**src/rtl/mmp_pkg.sv**
```systemverilog
// ============================================================================
// mmp_pkg: shared constants and helpers for the MMP multiplier.
// Rev 1.0
// ============================================================================
`default_nettype none

package mmp_pkg;

  localparam int unsigned MMP_N = 8;

  // Bit positions of the datapath signals within the controller's control word.
  localparam int unsigned CW_LOAD_REGS  = 4;
  localparam int unsigned CW_SHIFT_REGS = 5;
  localparam int unsigned CW_ADD_REGS   = 6;
  localparam int unsigned CW_DECR_P     = 7;
  localparam int unsigned CW_READY      = 8;

  typedef enum logic [1:0] {
    COND_Q0   = 2'd2,
    COND_ZERO = 2'd3
  } cond_sel_e;

  function automatic int unsigned mmp_pw(input int unsigned n);
    return $clog2(n + 1);
  endfunction

endpackage

`default_nettype wire

```
**src/rtl/mmp_down_counter.sv**
```systemverilog
// ============================================================================
// mmp_down_counter: loadable down counter that saturates at zero.
// Rev 1.0
// ============================================================================
`default_nettype none

module mmp_down_counter #(
  parameter int unsigned PW = 4
) (
  input  logic          clk,
  input  logic          rst,
  input  logic          load,
  input  logic [PW-1:0] load_value,
  input  logic          decr,
  output logic [PW-1:0] count,
  output logic          zero
);

  always_ff @(posedge clk) begin
    if (!rst) begin
      count <= '0;
    end else if (load) begin
      count <= load_value;
    end else if (decr && (count != '0)) begin
      count <= count - 1'b1;
    end
  end

  assign zero = (count == '0);

endmodule

`default_nettype wire

```
**src/rtl/mmp_datapath.sv**
```systemverilog
// ============================================================================
// mmp_datapath: shift-and-add multiplier datapath (B, C, A, Q, P) with
// product capture on the rising edge of the controller's ready flag.
// Rev 1.0
// ============================================================================
`default_nettype none

module mmp_datapath
  import mmp_pkg::*;
#(
  parameter int unsigned N = MMP_N
) (
  input  logic           clk,
  input  logic           rst,
  input  logic           Load_regs,
  input  logic           Add_regs,
  input  logic           Shift_regs,
  input  logic           Decr_P,
  input  logic           ready,
  input  logic [N-1:0]   multiplicand,
  input  logic [N-1:0]   multiplier,
  output logic           Q0,
  output logic           Zero,
  output logic [2*N-1:0] product,
  output logic           product_valid
);

  localparam int unsigned PW = mmp_pw(N);

  logic [N-1:0]  reg_b;
  logic [N-1:0]  reg_a;
  logic [N-1:0]  reg_q;
  logic          reg_c;
  logic          ready_d;
  logic [N:0]    sum;
  logic [PW-1:0] count_p;

  assign sum = {1'b0, reg_a} + {1'b0, reg_b};

  always_ff @(posedge clk) begin
    if (!rst) begin
      reg_b <= '0;
      reg_a <= '0;
      reg_q <= '0;
      reg_c <= 1'b0;
    end else if (Load_regs) begin
      reg_b <= multiplicand;
      reg_q <= multiplier;
      reg_a <= '0;
      reg_c <= 1'b0;
    end else if (Add_regs && Shift_regs) begin
      // Carry-out of the sum lands in A's MSB; the sum LSB moves into Q.
      reg_c <= 1'b0;
      reg_a <= sum[N:1];
      reg_q <= {sum[0], reg_q[N-1:1]};
    end else if (Add_regs) begin
      {reg_c, reg_a} <= sum;
    end else if (Shift_regs) begin
      reg_c <= 1'b0;
      reg_a <= {reg_c, reg_a[N-1:1]};
      reg_q <= {reg_a[0], reg_q[N-1:1]};
    end
  end

  always_ff @(posedge clk) begin
    if (!rst) begin
      ready_d       <= 1'b0;
      product       <= '0;
      product_valid <= 1'b0;
    end else begin
      ready_d <= ready;
      if (ready && !ready_d) begin
        product       <= {reg_a, reg_q};
        product_valid <= 1'b1;
      end else begin
        product_valid <= 1'b0;
      end
    end
  end

  mmp_down_counter #(
    .PW(PW)
  ) u_counter_p (
    .clk        (clk),
    .rst        (rst),
    .load       (Load_regs),
    .load_value (PW'(N)),
    .decr       (Decr_P),
    .count      (count_p),
    .zero       (Zero)
  );

  assign Q0 = reg_q[0];

endmodule

`default_nettype wire

```
**config.mk**
```make
export PLATFORM = sky130hd
export DESIGN_NAME = mmp_datapath
export DESIGN_NICKNAME = d
export VERILOG_FILES = /design/src/rtl/mmp_pkg.sv /design/src/rtl/mmp_down_counter.sv /design/src/rtl/mmp_datapath.sv
export SDC_FILE = /design/constraint.sdc
export NUM_CORES = 1
export LEC_CHECK = 0
export BUFFER_PORTS_ARGS = -buffer_cell sky130_fd_sc_hd__buf_4
export CAP_MARGIN = 20
export CELL_PAD_IN_SITES_DETAIL_PLACEMENT = 0
export CELL_PAD_IN_SITES_GLOBAL_PLACEMENT = 1
export CORE_ASPECT_RATIO = 0.8
export CORE_UTILIZATION = 45
export CTS_CLUSTER_SIZE = 25
export DETAILED_ROUTE_END_ITERATION = 7
export MAX_ROUTING_LAYER = met4
export PLACE_DENSITY_LB_ADDON = 0.1
export SKIP_LAST_GASP = 1
export SYNTH_ARGS = -nofsm -noshare
export SYNTH_HDL_FRONTEND = slang
export SYNTH_SLANG_ARGS = --single-unit
```
**constraint.sdc**
```tcl
create_clock -name clk -period 3.4 [get_ports clk]
set_input_delay 0.68 -clock clk [delete_from_list [all_inputs] [get_ports clk]]
set_output_delay 0.68 -clock clk [all_outputs]
set_load 0.05 [all_outputs]
```
==> metrics.md <==
| Metric | Value |
|---|---|
| # hold bufs at CTS | `0` |
| Max cap viols | `0` |
| Buffers on Ports | `41` |
| Post-CTS Resized | `0` |
| Worst skew pair latency | `0.30 ns` |
| DP HPWL | `3590 µm` |
| Drt via density | `5.29` |
| Setup CP Type | `reg -> reg` |
| Final period util | `64.6%` |
| FILL cells | `489` |
| YS warnings | `0` |
| Mapped Cells | `268` |
| Pwr Density | `394 nW/µm²` |
| DRT antenna net count | `0` |
| Most common cell in the netlist | `dfxtp_1` |
| Area Growth Syn to Fin | `17.3%` |
| DR iter-0 viols | `122` |
| Final min period | `2.20 ns` |
| Buffer depth of the longest clock path | `2` |
| Clk root buf | `clkbuf_8` |
| Min Hold Slack | `0.442 ns` |
| Setup TNS | `0 ns` |
| HP Class | `reg -> reg` |
| Synth top area share | `38.9%` |
| Leakage | `1.19 nW` |
| Slew at the pin with the worst max-slew slack | `0.619 ns` |
| Post-synth top cells | `dfxtp_1 (47), nand2_1 (42), mux2i_1 (18), a21boi_0 (16), nor2b_1 (14)` |
| Die height | `67.5 µm` |
| TritonCTS Buffers | `5` |
| Depth of the CTS H-tree | `2` |
| Worst Skew | `0.00805 ns` |
| Wirelength per Cell | `13.6 µm` |
| Ratio of cells with drive above 1 in the final layout | `20.2%` |
| Final WS setup | `1.20 ns` |
| # rows | `23` |
| Synth Cell Area | `2420 µm²` |
| EDFF count, synth | `0` |
| Status | `finished with violations` |
| Routability Congestion | `0.790` |
| Largest net degree at the start of global routing | `37` |
| Number of clock sinks | `47` |
| RSZ-0062 raised after global routing | `no` |
| Syn Area/Cell | `9.02 µm²` |
| Biggest area consumer among synthesized cells | `dfxtp_1` |
| #FFs+latches synth | `47` |
| IO Count | `42` |
| Fmax | `455 MHz` |
| Total track usage | `19.0%` |
| Nets | `334` |
| Ys async rst share | `0%` |
| Post-route DRC violation count | `7` |
| Worst EP required | `3.59 ns` |
| Final setup viols | `0` |
| Initial antenna violation count | `0` |
| Post-Route WL | `4940 µm` |
| Post-CTS setup buffer count | `0` |
| Via count | `1,925` |
| Worst setup EP type | `flop` |
| Setup WS pre-CTS | `1.24 ns` |
| Crit path launch type | `flop` |
| Max FO, Critical Path | `4` |
| Post-synthesis cell type count | `40` |
| Core area | `5090 µm²` |
| Ranking of synthesized cells by area | `dfxtp_1 (39%), mux2i_1 (7.5%), nand2_1 (6.5%)` |
| Top_reg_cell synth | `dfxtp_1` |
| CP arrival | `2.39 ns` |
| Worst rel slew slack | `58.7%` |
| Total gr overflow | `0` |
| Syn_nets | `301` |
| Seq/Total Area, Yosys | `38.9%` |
| Fin. max-slew vios | `0` |
| Initial Util | `47.4%` |
| Clock-pin slew on the worst setup and hold paths | `0.09 ns` |
| Number of inserted diodes | `0` |
| Failing checks | `DRC` |
| Die area | `5670 µm²` |
| Detailed Routing Iterations Pass 1 | `6` |
| Vias in the first global route | `1,700` |
| Die width | `83.9 µm` |
| First-pass GRT wire length | `8080 µm` |
| Maximum vdd drop | `0.000204 V` |
| Final Hold Viols | `0` |
| CTS tree | `yes` |
area by class of cell:
cell class | instances | area (µm²) | share of cell area [%]
clock inverter | 3 | 18.8 | 0.662
timing repair buffer | 43 | 323 | 11.4
multi-input combinational | 197 | 1380 | 48.7
inverter | 7 | 26.3 | 0.927
sequential | 47 | 941 | 33.2
clock buffer | 5 | 68.8 | 2.43
tap | 62 | 77.6 | 2.74
final timing paths:
path,start,end,slack (ns),depth (start not counted)
setup / recovery,reg_a[0],reg_a[3],1.20,8
hold / removal,ready_d,product_valid,0.44,1
setup reg to reg,reg_a[0],reg_a[3],1.20,8
hold reg to reg,ready_d,product_valid,0.44,1
where the power goes:
part | total, W | internal, W | switching [W]
Sequential | 0.000589 | 0.000573 | 0.0000164
Clock | 0.000337 | 0.000145 | 0.000192
Combinational | 0.000190 | 0.0000855 | 0.000105
layout by cell type, fill, tap and decap left out, types with 3 or more instances in the layout:
master	n
nor2b_1	14
ha_1	9
buf_4	43
mux2i_1	18
nand2_1	42
xnor2_1	3
o211ai_1	4
o21a_1	3
mux4_2	4
a21o_1	4
dfxtp_1	47
mux2_2	3
inv_1	7
a211oi_1	3
clkbuf_8	5
nand3_1	4
nor3_1	5
a21boi_0	16
a21oi_1	5
o21ai_0	11
nand2b_1	6
and2_1	13
nor2_1	9
through the flow:
stage	cell area (µm²)	instances	power [W]	utilization (%)
2_1_floorplan	2420	268	0.000737	-
3_3_place_gp	2750	356	0.000792	53.9
3_5_place_dp	2750	356	0.000794	53.9
4_1_cts	2830	364	0.00113	55.6
5_1_grt	2830	364	0.00118	55.6
6_report	2830	364	0.00112	55.6
critical path: stages (launching register included):
cell	delay, ns
dfxtp_1	0.39
ha_1	0.20
inv_1	0.06
fa_1	0.44
nor2b_4	0.15
o31a_1	0.16
a21oi_1	0.07
mux4_2	0.46
and2_1	0.16
flip-flops by register name, summed over array words and instances (netlist names):
name and count:
reg_a 8, product_valid 1, u_counter_p.count 4, reg_q 8, product 16, reg_b 8
reg_c 1, ready_d 1
layer usage:
metal	up-vias	share of wire [%]	global-route usage (%)
li1	997	-	-
met1	890	54	26.1
met4	0	0.97	5.17
met2	33	41	28.3
met3	5	3.6	4.28
met5	-	0	-
cells by family after synthesis:
family / Yosys count / share of synthesized area, %
buf+inv: 24 / 3.99
compound gates: 57 / 16.7
simple gates: 101 / 20.9
xor+xnor: 4 / 1.45
flops: 47 / 38.9
mux: 25 / 12.6
fa+ha+maj: 10 / 5.49
No activity file was read; power rests on OpenSTA's default activity.
